--- config.mk ---
export PLATFORM = sky130hd
export DESIGN_NAME = mag_comparator
export DESIGN_NICKNAME = d
export VERILOG_FILES = /design/src/rtl/mag_cmp_pkg.sv /design/src/rtl/mag_comparator_slice.sv /design/src/rtl/mag_comparator.sv
export SDC_FILE = /design/constraint.sdc
export NUM_CORES = 1
export LEC_CHECK = 0
export CAP_MARGIN = 20
export CELL_PAD_IN_SITES_DETAIL_PLACEMENT = 2
export CELL_PAD_IN_SITES_GLOBAL_PLACEMENT = 2
export CORE_UTILIZATION = 17
export CTS_CLUSTER_DIAMETER = 80
export DETAILED_ROUTE_END_ITERATION = 10
export PLACE_DENSITY = 0.81
export SLEW_MARGIN = 20
export SYNTH_ARGS = -nofsm -noshare
export SYNTH_HDL_FRONTEND = slang
export SYNTH_SLANG_ARGS = --single-unit
--- constraint.sdc ---
create_clock -name clk -period 1.07 [get_ports clk]
set_clock_uncertainty 0.1 [all_clocks]
set_input_delay 0.214 -clock clk [delete_from_list [all_inputs] [get_ports clk]]
set_output_delay 0.214 -clock clk [all_outputs]
set_load 0.02 [all_outputs]
--- src/rtl/mag_cmp_pkg.sv ---
// Shared types and sizing helpers for the sliced magnitude comparator.
package mag_cmp_pkg;

  typedef struct packed {
    logic gt;
    logic lt;
    logic eq;
  } cmp_res_t;

  localparam int SLICE_W = 4;

  function automatic int num_slices(input int n);
    return (n + SLICE_W - 1) / SLICE_W;
  endfunction

endpackage

--- src/rtl/mag_comparator_slice.sv ---
// Combinational 4-bit compare slice; one leaf of the comparator tree.
module cmp_slice
  import mag_cmp_pkg::*;
(
  input  logic [SLICE_W-1:0] a,
  input  logic [SLICE_W-1:0] b,
  output cmp_res_t           res
);

  always_comb begin
    res.gt = (a > b);
    res.lt = (a < b);
    res.eq = (a == b);
  end

endmodule

--- src/rtl/mag_comparator.sv ---
// N-bit magnitude comparator: 4-bit slice tree, MSB-first combine, one register stage.
// Optional two's-complement mode is built in with `define CMP_SIGNED_EN (adds is_signed).
module mag_comparator
  import mag_cmp_pkg::*;
#(
  parameter int N = 8
) (
  input  logic         clk,
  input  logic         rst_n,
  input  logic [N-1:0] A,
  input  logic [N-1:0] B,
  input  logic         in_valid,
`ifdef CMP_SIGNED_EN
  input  logic         is_signed,
`endif
  output logic         gt,
  output logic         lt,
  output logic         eq,
  output logic         out_valid
);

  localparam int NS = num_slices(N);
  localparam int PW = NS * SLICE_W;

  logic [PW-1:0] aPad, bPad;
  cmp_res_t      sliceRes [NS];
  cmp_res_t      treeRes;

  // Zero-padding the top slice keeps the padded bits equal, so they never decide.
  always_comb begin
    aPad        = '0;
    bPad        = '0;
    aPad[N-1:0] = A;
    bPad[N-1:0] = B;
`ifdef CMP_SIGNED_EN
    if (is_signed) begin
      aPad[N-1] = ~A[N-1];
      bPad[N-1] = ~B[N-1];
    end
`endif
  end

  for (genvar s = 0; s < NS; s++) begin : gSlice
    cmp_slice uSlice (
      .a   (aPad[s*SLICE_W +: SLICE_W]),
      .b   (bPad[s*SLICE_W +: SLICE_W]),
      .res (sliceRes[s])
    );
  end

  // Walking upward, any differing slice overrides what lies below it,
  // so the most-significant differing slice wins.
  always_comb begin
    logic allEq;
    treeRes = sliceRes[0];
    allEq   = sliceRes[0].eq;
    for (int i = 1; i < NS; i++) begin
      allEq = allEq & sliceRes[i].eq;
      if (!sliceRes[i].eq) begin
        treeRes.gt = sliceRes[i].gt;
        treeRes.lt = sliceRes[i].lt;
      end
    end
    treeRes.eq = allEq;
  end

  // Flags load only on valid, so idle-cycle operands (even X) never reach them.
  always_ff @(posedge clk or negedge rst_n) begin
    if (!rst_n) begin
      gt        <= 1'b0;
      lt        <= 1'b0;
      eq        <= 1'b0;
      out_valid <= 1'b0;
    end else begin
      out_valid <= in_valid;
      if (in_valid) begin
        gt <= treeRes.gt;
        lt <= treeRes.lt;
        eq <= treeRes.eq;
      end
    end
  end

endmodule

==> metrics, run 1 <==
status complete, but fails checks; fin worst setup slack -95.5 ps; Logic pwr share 47.3%; delay-heaviest family, CP compound AO/OA/AOI/OAI gates; CTS clock-pin slew for the worst setup and hold paths 50 ps; sequential share of the synthesized area 28.6%; DIE WIDTH 47.4 µm; Setup CP Type primary input to register; DRC Markers 0; Unique masters post-synth 17; Clk Latency, worst-skew pair 230 ps; Final HPWL DP 903 µm; Layout fillers 209; Reg2Reg Depth 3; Leakage 0.000369 µW; crit path time final 1170 ps; placed cells 90; RSZ-0062 raised after global routing true; Crit. End Element register; worst min path class primary input to asynchronous set/reset pin; Mean Syn Cell Area 9.22 µm²; CP Launch Type primary input; maxcap violations 0; Detailed Routing Iterations Pass 1 4; Slew @ Worst Pin 252 ps; pin count of the biggest net entering global routing 5; Place WS -899 ps; endpoints failing setup 3; hold_buf cts 0; Req. time, crit path 1070 ps; Initial Util 18.0%; mapped cell area 350 µm²; post-place instance area 743 µm²; reg2reg setup slack 0 ps; critical path arrival 1170 ps; CP Max Fanout 2; routability congestion estimate 0.638; Post-synth top cells 9 x inv_1, 8 x ha_1, 4 x dfrtp_1; top cell type's share of synthesized area 28.6%; initial antenna violation count 0; Die H 47.4 µm; Synth Instances 38; Total GRT Usage 12.4%; fin area 825 µm²; nets@finish 100; total CTS buffers 3; H-tree depth reported by CTS 1; fmax 858 MHz; most common cell in the netlist inv_1; crit path cell chain buf_8 > inv_12 > ha_4 > nor2b_1 > o211ai_1 > a21oi_2 > o22a_1; io pins 23; largest area contributor in the netlist dfrtp_1; Ys Warns 0; CTS tree yes; VDD IR max 0.000494 V; fin cells 98; Final Max Tran Viols 0; clk root buf clkbuf_4; vias in the first global route 449; iteration-0 DRC count of the detailed router 3; CP Launch Point B[1]; drt total wl 1230 µm; sequential share of power 25.1%; Worst R2R End gt$_DFFE_PN0P_; layout cells sized above 1 78.9%; Tcrit/Tclk final 109%; Ant. Diodes 0; switching pwr 212 µW; global-route wire length before repair 1910 µm; asr flop ratio synth 100%; Post-synth EDFFs 0; Syn Nets 65; detailed-route via count 400; area delta synth->final 135%; row cnt 16; worst setup path endpoint gt$_DFFE_PN0P_; vias per cell 4.08; total congestion overflow 0; Hold Violations, Final 0; Largest stage delay, worst path 220 ps; Crit-path slowest cell ha_4; failing checks negative setup slack; Most used DFF post-synth dfrtp_1; Design Power 695 µW; Slew HR 83.2%; Final Core Density 42.5%; Pwr per Cell Area 843 mW/mm²; clock power share 27.5%; maximum clock path buffer count 2; WL/cell 12.5 µm; Port Buffers 22; top cells by area, synth dfrtp_1 29%, ha_1 29%, inv_1 9.6%; Int Pwr 483 µW; Crit path depth 7; Synth Register Bits 4; clk sink count 4; worst path bufs/invs 2; ANT nets after route 0; die footprint 0.00225 mm²; FF-to-FF Start gt$_DFFE_PN0P_; switching part of the total power 30.5%; area of the core 0.00194 mm²
metal layers:
layer / vias to the layer above / part of all wire [%] / track usage, %
met1: 191 / 39 / 13.6
met5: - / 0 / 0
met4: 0 / 1.1 / 3.43
met2: 9 / 57 / 23.8
li1: 198 / - / -
met3: 2 / 2.9 / 2.31
worst reg2reg max path, stage by stage (launching register included):
cell and delay [ps]:
dfrtp_1 390, buf_4 140, buf_4 120, o22a_1 190
power groups by stage:
stage	Sequential, µW	Clock (µW)	Combinational (µW)
2_1_floorplan	192	0	101
3_3_place_gp	174	0	261
3_5_place_dp	176	0	273
4_1_cts	174	191	304
5_1_grt	177	205	360
6_report	175	191	329
placed cells by master, fill, tap and decap left out, types with 2 or more instances in the layout:
master            n
dfrtp_1           4
buf_2            10
buf_4             6
ha_4              8
inv_4             3
buf_6            11
a21oi_1           2
inv_2             4
clkdlybuf4s50_1   2
clkbuf_4          3
stage by stage:
stage               hold WS (ps)  setup TNS [ps]
detailed placement           335           -3070
CTS                         92.9            -191
global placement             326           -2940
global route                98.2            -287
floorplan                   -182            -247
finish                      88.8            -138
layout make-up:
cell class              instances  area (µm²)  area share, %
multi-input cells              25         360           43.7
repair buffers                 30         254           30.8
flip-flops and latches          4         100           12.1
inverters                       9        53.8           6.53
well taps                      27        33.8           4.10
clock buffers                   3        22.5           2.73
cell families after synthesis:
logic type | count (synthesis) | share of synthesized area [%]
flip-flops | 4 | 28.6
buffers and inverters | 9 | 9.64
multiplexers | 1 | 3.21
AO/OA/AOI/OAI | 8 | 15.7
adder cells (fa/ha/maj) | 8 | 28.6
AND/OR/NAND/NOR | 8 | 14.3
sequential cells by signal, summed over array words and instances, names as in the netlist:
name	count
out_valid	1
eq	1
gt	1
lt	1
timing repair:
item / in CTS / in global routing
gates resized for setup: 99 / 11
gates cloned: 0 / 0
endpoints found under the setup margin: 7 / 6
setup buffers: 5 / 0
pin swaps: 17 / 9
worst min path at each step:
stage                     cells past startpoint  slack (ps)  start             endpoint
after floorplan                               0        -180  rst_n       eq$_DFFE_PN0P_
after global placement                        1         330  rst_n       eq$_DFFE_PN0P_
after detailed placement                      1         340  rst_n       lt$_DFFE_PN0P_
after CTS                                     1          90  rst_n  out_valid$_DFF_PN0_
after global routing                          1         100  rst_n       eq$_DFFE_PN0P_
final                                         1          90  rst_n  out_valid$_DFF_PN0_
Power figures use the tool's default switching activity.
==> inputs of run 2 (changes only) <==
- GPL_TIMING_DRIVEN: default -> 0
==> metrics, run 2 (synthesis gave the netlist of run 1 again) <==
status complete, but fails checks; failing checks negative setup slack; Slew @ Worst Pin 253 ps; area of the core 0.00194 mm²; critical path arrival 1180 ps; row cnt 16; worst min path class primary input to asynchronous set/reset pin; io pins 23; switching part of the total power 30.6%; CP Launch Type primary input; Int Pwr 464 µW; nets@finish 98; most common cell after layout, fill and taps aside buf_2; maxcap violations 0; global-route wire length before repair 1700 µm; clock power share 27.7%; layout cells sized above 1 79.7%; CTS clock-pin slew for the worst setup and hold paths 40 ps; setup TNS -238 ps; Layout fillers 207; total CTS buffers 3; Clk Latency, worst-skew pair 230 ps; CTS tree yes; Final Core Density 41.2%; Initial Util 18.0%; Hold Violations, Final 0; iteration-0 DRC count of the detailed router 1; DIE WIDTH 47.4 µm; Slew HR 83.0%; Port Buffers 22; crit path time final 1170 ps; sequential share of power 26.4%; detailed-route via count 404; WL/cell 12.0 µm; CP Max Fanout 2; Logic pwr share 46.0%; Die H 47.4 µm; Ant. Diodes 0; hold_buf cts 0; endpoints failing setup 4; Leakage 0.000363 µW; die footprint 0.00225 mm²; drt total wl 1150 µm; vias in the first global route 407; Crit. End Element register; Final Max Tran Viols 0; DRC Markers 0; vias per cell 4.21; Req. time, crit path 1080 ps; H-tree depth reported by CTS 1; Detailed Routing Iterations Pass 1 2; Tcrit/Tclk final 109%; maximum clock path buffer count 2; clk root buf clkbuf_4; Design Power 669 µW; ANT nets after route 0; Pwr per Cell Area 836 mW/mm²; fmax 854 MHz; area delta synth->final 129%; clk sink count 4; post-place instance area 721 µm²; commonest cells after routing, fill and taps aside 12 x buf_2, 8 x ha_4, 8 x buf_6, 5 x buf_4; initial antenna violation count 0; fin worst setup slack -101 ps; VDD IR max 0.000376 V; Final HPWL DP 939 µm; Total GRT Usage 11.1%; RSZ-0062 raised after global routing true; routability congestion estimate 0.661; total congestion overflow 0; Setup CP Type primary input to register; pin count of the biggest net entering global routing 6; fin area 801 µm²; switching pwr 205 µW
run 2: cell types whose count changed in the layout (fill, tap and decap cells not counted):
| cell | delta |
|---|---|
| buf_6 | -3 |
| buf_2 | +2 |
| buf_4 | -1 |
| clkdlybuf4s50_1 | -1 |
| dlygate4sd2_1 | +1 |
| nand2_1 | -1 |
| nand2_2 | +1 |
| nand2b_1 | -1 |
| nand2b_4 | +1 |
| nor2_2 | -1 |
| nor2_4 | +1 |
| o22ai_1 | +1 |
| o22ai_2 | -1 |
run 2: per-layer routing:
| layer | routed length [µm] | global-route usage (%) |
|---|---|---|
| met5 | 0 | 0 |
| met4 | 0 | 5.71 |
| met3 | 36 | 1.92 |
| met2 | 718 | 22.5 |
| met1 | 399 | 10.2 |
run 2: path summary, 6_finish.rpt:
kind                                        to           start  slack [ps]  cells after the start
max reg2reg                     eq$_DFFE_PN0P_  eq$_DFFE_PN0P_          90                      2
max in group asynchronous       eq$_DFFE_PN0P_           rst_n         620                      1
max                             gt$_DFFE_PN0P_            B[5]        -100                      7
min reg2reg                     lt$_DFFE_PN0P_  lt$_DFFE_PN0P_         490                      2
min                             lt$_DFFE_PN0P_           rst_n          80                      1
min in group clk           out_valid$_DFF_PN0_        in_valid         260                      1
run 2: power groups by stage:
stage / combinational [µW] / sequential [µW] / clock [µW]
3_3_place_gp: 248 / 174 / 0
2_1_floorplan: 101 / 192 / 0
3_5_place_dp: 262 / 177 / 0
5_1_grt: 338 / 178 / 201
4_1_cts: 311 / 176 / 189
6_report: 308 / 176 / 185
run 2: through the flow:
stage / std cells / setup slack, ps / hold WS (ps)
3_3_place_gp: 87 / -883 / 325
5_1_grt: 96 / -141 / 87.2
4_1_cts: 95 / -112 / 85.4
2_1_floorplan: 38 / -153 / -182
3_5_place_dp: 87 / -931 / 331
6_report: 96 / -101 / 81.6
run 2: worst max-delay path, stage by stage:
cell,delay [ps]
buf_6,100
inv_4,40
ha_4,200
nor2b_4,120
o2111ai_2,190
nand3_2,100
o22a_1,200
run 2: what timing repair did:
| item | 4_1_cts | 5_1_grt |
|---|---|---|
| buffers inserted | 5 | 1 |
| pin swaps | 17 | 2 |
| gates resized for setup | 107 | 0 |
| setup endpoints to repair | 7 | 6 |
run 2: final cells by class:
type,count,area [µm²],share of cell area [%]
clock buffer,3,22.5,2.81
inverter,9,53.8,6.72
multi-input combinational,25,369,46.1
sequential,4,100,12.5
tap,27,33.8,4.22
timing repair buffer,28,221,27.7
